--- config.mk ---
export PLATFORM = sky130hd
export DESIGN_NAME = m_spi_fifo_tx
export DESIGN_NICKNAME = d
export VERILOG_FILES = /design/src/rtl/m_spi_fifo_tx_pkg.sv /design/src/rtl/m_sync_fifo.sv /design/src/rtl/m_spi_fifo_tx.sv
export SDC_FILE = /design/constraint.sdc
export NUM_CORES = 1
export LEC_CHECK = 0
export CORE_MARGIN = 2
export CORE_UTILIZATION = 51
export DETAILED_ROUTE_END_ITERATION = 8
export GPL_TIMING_DRIVEN = 0
export PLACE_DENSITY = 0.64
export SLEW_MARGIN = 40
export SYNTH_ARGS = -nofsm -noshare
export SYNTH_HDL_FRONTEND = slang
export SYNTH_SLANG_ARGS = --single-unit
--- constraint.sdc ---
create_clock -name w_clk -period 7.5 [get_ports w_clk]
set_input_delay 0.75 -clock w_clk [delete_from_list [all_inputs] [get_ports w_clk]]
set_output_delay 0.75 -clock w_clk [all_outputs]
set_load 0.01 [all_outputs]
--- src/rtl/m_spi_fifo_tx_pkg.sv ---
// Shared definitions for the FIFO-fed SPI transmitter: FSM encoding and default parameters.
package m_spi_fifo_tx_pkg;

  typedef enum logic [1:0] {
    StIdle,
    StShift,
    StGap
  } spi_state_e;

  localparam int unsigned DefDataW  = 8;
  localparam int unsigned DefDepth  = 16;
  localparam int unsigned DefClkDiv = 1;
  localparam int unsigned DefGapCyc = 0;
  localparam logic        DefCpol   = 1'b1;

endpackage

--- src/rtl/m_sync_fifo.sv ---
// Single-clock FIFO with registered occupancy; full blocks pushes even on a same-cycle pop.
module m_sync_fifo
  import m_spi_fifo_tx_pkg::*;
#(
  parameter int unsigned WIDTH = DefDataW + 1,
  parameter int unsigned DEPTH = DefDepth,
  localparam int unsigned AW   = $clog2(DEPTH)
) (
  input  logic             w_clk,
  input  logic             reset,
  input  logic             push,
  input  logic [WIDTH-1:0] push_data,
  input  logic             pop,
  output logic [WIDTH-1:0] pop_data,
  output logic             full,
  output logic             empty,
  output logic [AW:0]      level
);

  logic [WIDTH-1:0] mem_q [DEPTH];
  logic [AW-1:0]    wr_ptr_q, rd_ptr_q;
  logic [AW:0]      level_q;
  logic             do_push, do_pop;

  assign full     = (level_q == (AW + 1)'(DEPTH));
  assign empty    = (level_q == '0);
  assign level    = level_q;
  assign pop_data = mem_q[rd_ptr_q];
  assign do_push  = push && !full && !reset;
  assign do_pop   = pop && !empty;

  always_ff @(posedge w_clk) begin
    if (reset) begin
      wr_ptr_q <= '0;
      rd_ptr_q <= '0;
      level_q  <= '0;
    end else begin
      if (do_push) wr_ptr_q <= wr_ptr_q + 1'b1;
      if (do_pop)  rd_ptr_q <= rd_ptr_q + 1'b1;
      if (do_push && !do_pop) begin
        level_q <= level_q + 1'b1;
      end else if (!do_push && do_pop) begin
        level_q <= level_q - 1'b1;
      end
    end
  end

  always_ff @(posedge w_clk) begin
    if (do_push) mem_q[wr_ptr_q] <= push_data;
  end

endmodule

--- src/rtl/m_spi_fifo_tx.sv ---
// FIFO-buffered SPI transmitter: words go out MSB first with DC held per word and CS_N
// held low across back-to-back words.
module m_spi_fifo_tx
  import m_spi_fifo_tx_pkg::*;
#(
  parameter int unsigned DATA_W  = DefDataW,
  parameter int unsigned DEPTH   = DefDepth,
  parameter int unsigned CLK_DIV = DefClkDiv,
  parameter int unsigned GAP_CYC = DefGapCyc,
  parameter logic        CPOL    = DefCpol
) (
  input  logic                     w_clk,
  input  logic                     reset,
  input  logic                     s_valid,
  output logic                     s_ready,
  input  logic [DATA_W-1:0]        s_data,
  input  logic                     s_dc,
  output logic                     SDA,
  output logic                     SCL,
  output logic                     DC,
  output logic                     CS_N,
  output logic                     busy,
  output logic [$clog2(DEPTH):0]   level
);

  localparam int unsigned CntMax = (CLK_DIV > GAP_CYC) ? CLK_DIV : GAP_CYC;
  localparam int unsigned CntW   = $clog2(CntMax + 1);
  localparam int unsigned HalfW  = $clog2(2 * DATA_W);

  spi_state_e        state_q, state_d;
  logic [CntW-1:0]   cnt_q, cnt_d;
  logic [HalfW-1:0]  half_q, half_d;
  logic [DATA_W-1:0] shreg_q, shreg_d;
  logic              scl_q, scl_d;
  logic              dc_q, dc_d;
  logic              cs_n_q, cs_n_d;

  logic              fifo_pop, fifo_full, fifo_empty;
  logic [DATA_W:0]   fifo_data;
  logic              load, word_done;

  m_sync_fifo #(
    .WIDTH(DATA_W + 1),
    .DEPTH(DEPTH)
  ) u_fifo (
    .w_clk    (w_clk),
    .reset    (reset),
    .push     (s_valid),
    .push_data({s_dc, s_data}),
    .pop      (fifo_pop),
    .pop_data (fifo_data),
    .full     (fifo_full),
    .empty    (fifo_empty),
    .level    (level)
  );

  always_comb begin
    state_d   = state_q;
    cnt_d     = cnt_q;
    half_d    = half_q;
    shreg_d   = shreg_q;
    scl_d     = scl_q;
    dc_d      = dc_q;
    cs_n_d    = cs_n_q;
    fifo_pop  = 1'b0;
    load      = 1'b0;
    word_done = 1'b0;

    unique case (state_q)
      StIdle: begin
        if (!fifo_empty) load = 1'b1;
      end
      StShift: begin
        if (cnt_q == CntW'(CLK_DIV - 1)) begin
          cnt_d  = '0;
          scl_d  = !scl_q;
          half_d = half_q + 1'b1;
          if (half_q == HalfW'(2 * DATA_W - 1)) begin
            if (GAP_CYC > 0) state_d = StGap;
            else             word_done = 1'b1;
          end else if (half_q[0]) begin
            // End of an odd half-period is the next bit's leading edge.
            shreg_d = shreg_q << 1;
          end
        end else begin
          cnt_d = cnt_q + 1'b1;
        end
      end
      StGap: begin
        if (cnt_q == CntW'(GAP_CYC - 1)) word_done = 1'b1;
        else                             cnt_d = cnt_q + 1'b1;
      end
      default: state_d = StIdle;
    endcase

    if (word_done) begin
      if (!fifo_empty) begin
        load = 1'b1;
      end else begin
        state_d = StIdle;
        cs_n_d  = 1'b1;
        scl_d   = CPOL;
      end
    end

    if (load) begin
      fifo_pop = 1'b1;
      shreg_d  = fifo_data[DATA_W-1:0];
      dc_d     = fifo_data[DATA_W];
      cs_n_d   = 1'b0;
      scl_d    = CPOL;
      cnt_d    = '0;
      half_d   = '0;
      state_d  = StShift;
    end
  end

  always_ff @(posedge w_clk) begin
    if (reset) begin
      state_q <= StIdle;
      cnt_q   <= '0;
      half_q  <= '0;
      shreg_q <= '0;
      scl_q   <= CPOL;
      dc_q    <= 1'b0;
      cs_n_q  <= 1'b1;
    end else begin
      state_q <= state_d;
      cnt_q   <= cnt_d;
      half_q  <= half_d;
      shreg_q <= shreg_d;
      scl_q   <= scl_d;
      dc_q    <= dc_d;
      cs_n_q  <= cs_n_d;
    end
  end

  assign SDA     = shreg_q[DATA_W-1];
  assign SCL     = scl_q;
  assign DC      = dc_q;
  assign CS_N    = cs_n_q;
  assign s_ready = !fifo_full;
  assign busy    = (state_q != StIdle) || !fifo_empty;

endmodule
==> metrics.cfg <==
[run_status]
status = finished clean

[synth]
ys_types = 43
synth-seq-cells = 179
synth_nets = 438
netlist_area_mm2 = 0.00718
syn_inst = 411
yosysWarnings = 0
yosysSeqAreaShare_pct = 70.0
avgSynthCellArea_um2 = 17.5

[hold_path]
hold_path.class = flop to flop
worst_hold_startpoint = DC

[power_and_ir_drop]
seq_power_share_pct = 42.6
comb_power_share_pct = 24.7
clkPwrFrac_pct = 32.7
internal_power_mw = 2.00
p_sw_uw = 751
ir_worst_vdd_uv = 210
power_density_mw_per_mm2 = 331
p_sw_share_pct = 27.3
power_leakage_nw = 2.75

[sta]
slew_viol_final = 0
setup_violations = 0
fin_crit_sh_pct = 45.0
fmax_mhz = 296
relSlewSlack_pct = 54.8
rsz0062_at_grt = false
hold_violations = 0
fin_skew_ns = 0.0101
timing.hold.ws_ns = 0.471
tightest_slew_ns = 0.677
min_period_ns = 3.38
fin_tns_setup_ns = 0

[die]
die_h_um = 123
die_w_um = 123
initial_core_util_pct = 52.0
coreArea_mm2 = 0.0138
ios = 23
row_count = 43
dieArea_mm2 = 0.0151

[cts]
htree_levels = 4
cts_setup_buffers = 0
clkSinkCount = 179
clk_latency_ns = 0.43
clockBufferDepth = 2
cts-buffers-inserted = 17
clkTransAtPathRegs_ns = 0.06
cts_resized = 0
root_buffer = clkbuf_16
cts_hold_buf = 0
cts_tree = done

[detailed_routing]
remaining_drc_errors = 0
vias = 3682
dr.pass1.iters = 4
drtIter0Drc = 323
wl_um = 13700
routed_via_density = 5.67
ant_nets = 0
post_drt_wl_per_cell_um = 21.0

[critical_path]
ff2ff_setup_slack_ns = 4.12
startpoint = state_q[1]
crit_fanout = 10
arrival_ns = 3.73
criticalPathCategory = flop to flop
setup.worst_path.end_class = flop
required_ns = 7.85
reg2reg_from = state_q[1]
critPathLaunchType = flop

[place]
io_buffer_count = 22
dp_hpwl_um = 8900
gp_congestion = 0.765

[global_routing]
grt.total_usage_pct = 20.0
grt_max_degree = 17
grt-ovfl-total = 0
grt_pass1_wl_um = 21100
grt_pass1_vias = 3738
antenna_found_initial = 0

[final_layout]
nets = 483
areaGrowthSynthToFinish_pct = 15.6
layout-drive-gt1-share_pct = 23.0
diodes = 0

[run]
cap_violations = 0

[registers in the layout, summed over array words and instances, names as in the netlist, named ones only]
signal and flops:
shreg_q 8, DC 1, u_fifo.rd_ptr_q 4, half_q 4, SCL 1, cnt_q 1
u_fifo.mem_q 144, u_fifo.wr_ptr_q 4, CS_N 1, u_fifo.level 5, state_q 2
[Yosys cell counts (all sizes together)]
| library cell | count | share of area (%) |
|---|---|---|
| nand2 | 16 | 0.84 |
| dfxtp | 35 | 9.8 |
| nand4 | 2 | 0.17 |
| nor2 | 27 | 1.4 |
| xor2 | 7 | 0.85 |
| a22oi | 18 | 1.9 |
| fa | 1 | 0.28 |
| ha | 14 | 2.4 |
| and3 | 9 | 0.78 |
| clkbuf | 6 | 0.47 |
| inv | 7 | 0.37 |
| nor3 | 9 | 0.63 |
| mux4 | 36 | 11 |
| nor4 | 1 | 0.30 |
| or3 | 1 | 0.087 |
| dlygate4sd1 | 1 | 0.12 |
| nand2b | 6 | 0.56 |
| and2 | 3 | 0.30 |
| buf | 14 | 1.6 |
| o21ai | 3 | 0.21 |
| nand3 | 3 | 0.21 |
| nor2b | 3 | 0.26 |
| mux2i | 11 | 1.5 |
| clkdlybuf4s25 | 1 | 0.14 |
| xnor2 | 7 | 0.85 |
| nand3b | 3 | 0.31 |
| a21boi | 1 | 0.10 |
| a211oi | 9 | 1.1 |
| edfxtp | 144 | 60 |
| a21oi | 10 | 0.70 |
| a21o | 2 | 0.21 |
| a31oi | 1 | 0.087 |
[routing by layer]
metal	vias to the layer above	wire length (um)	global-route usage [%]
met4	0	235	7.04
li1	1700	-	-
met5	-	0	0
met1	1892	6090	26.3
met2	73	6840	32.5
met3	17	494	4.88
[through the flow]
step,cell area (um2),setup WS (ns),util (%),power [mW],std cells
finish,8300,4.12,60.0,2.75,649
global route,8300,3.89,60.0,2.88,649
CTS,8300,4.06,60.0,2.79,649
detailed placement,7700,4.09,55.7,1.88,617
global placement,7630,3.92,55.2,1.86,613
floorplan,7180,4.50,-,1.69,411
[worst max-delay path: stages (launching register included)]
cell	delay (ns)
dfxtp_1	0.36
inv_1	0.07
ha_1	0.33
a31oi_1	0.21
o21ai_1	0.17
and2_4	0.20
buf_6	0.13
inv_2	0.07
buf_4	0.18
ha_1	0.20
inv_1	0.10
fa_1	0.41
a21o_1	0.18
a21oi_1	0.17
xnor2_1	0.09
or3_1	0.30
a21oi_1	0.14
[power by group through the flow]
| stage | Sequential [mW] | Clock (mW) | Combinational, mW |
|---|---|---|---|
| after floorplan | 1.19 | 0 | 0.492 |
| after detailed placement | 1.20 | 0 | 0.688 |
| final | 1.17 | 0.899 | 0.679 |
| after global routing | 1.18 | 0.956 | 0.745 |
| after CTS | 1.17 | 0.920 | 0.692 |
| after global placement | 1.19 | 0 | 0.672 |
[cell families after synthesis]
| kind of cell | after synthesis | synth area share (%) |
|---|---|---|
| mux | 47 | 12.8 |
| xor+xnor | 14 | 1.71 |
| simple gates | 83 | 5.89 |
| flops | 179 | 70.0 |
| buf+inv | 29 | 2.65 |
| fa+ha+maj | 15 | 2.72 |
| compound gates | 44 | 4.27 |
[placed cells by master, fill, tap and decap left out, types with 8 or more instances in the layout]
cell             Yosys  routed
edfxtp_1           144     144
mux4_2              36      36
dfxtp_1             35      35
clkdlybuf4s50_1      0      22
a22oi_1             18      18
clkbuf_16            0      17
nand2_1             16      16
nor2_1              26      14
ha_1                14      14
nor2_2               1      13
mux2i_1             11      11
a21oi_1             10      10
and3_1               9       9
buf_2                5       8
[final timing paths]
path | cells after the start | end
worst min register to register | 2 | DC
worst min-delay path | 2 | DC
worst max register to register | 16 | u_fifo.level[4]
worst max-delay path | 16 | u_fifo.level[4]
[area by class of cell]
cell class	instances	area, um2
Buffer	22	164
Clock buffer	18	429
Clock inverter	14	173
Fill cell	1019	5520
Inverter	7	26.3
Multi-Input combinational cell	203	2020
Sequential cell	179	5020
Tap cell	180	225
Timing Repair Buffer	26	243
Note: power is estimated with default switching activity, not from simulation.
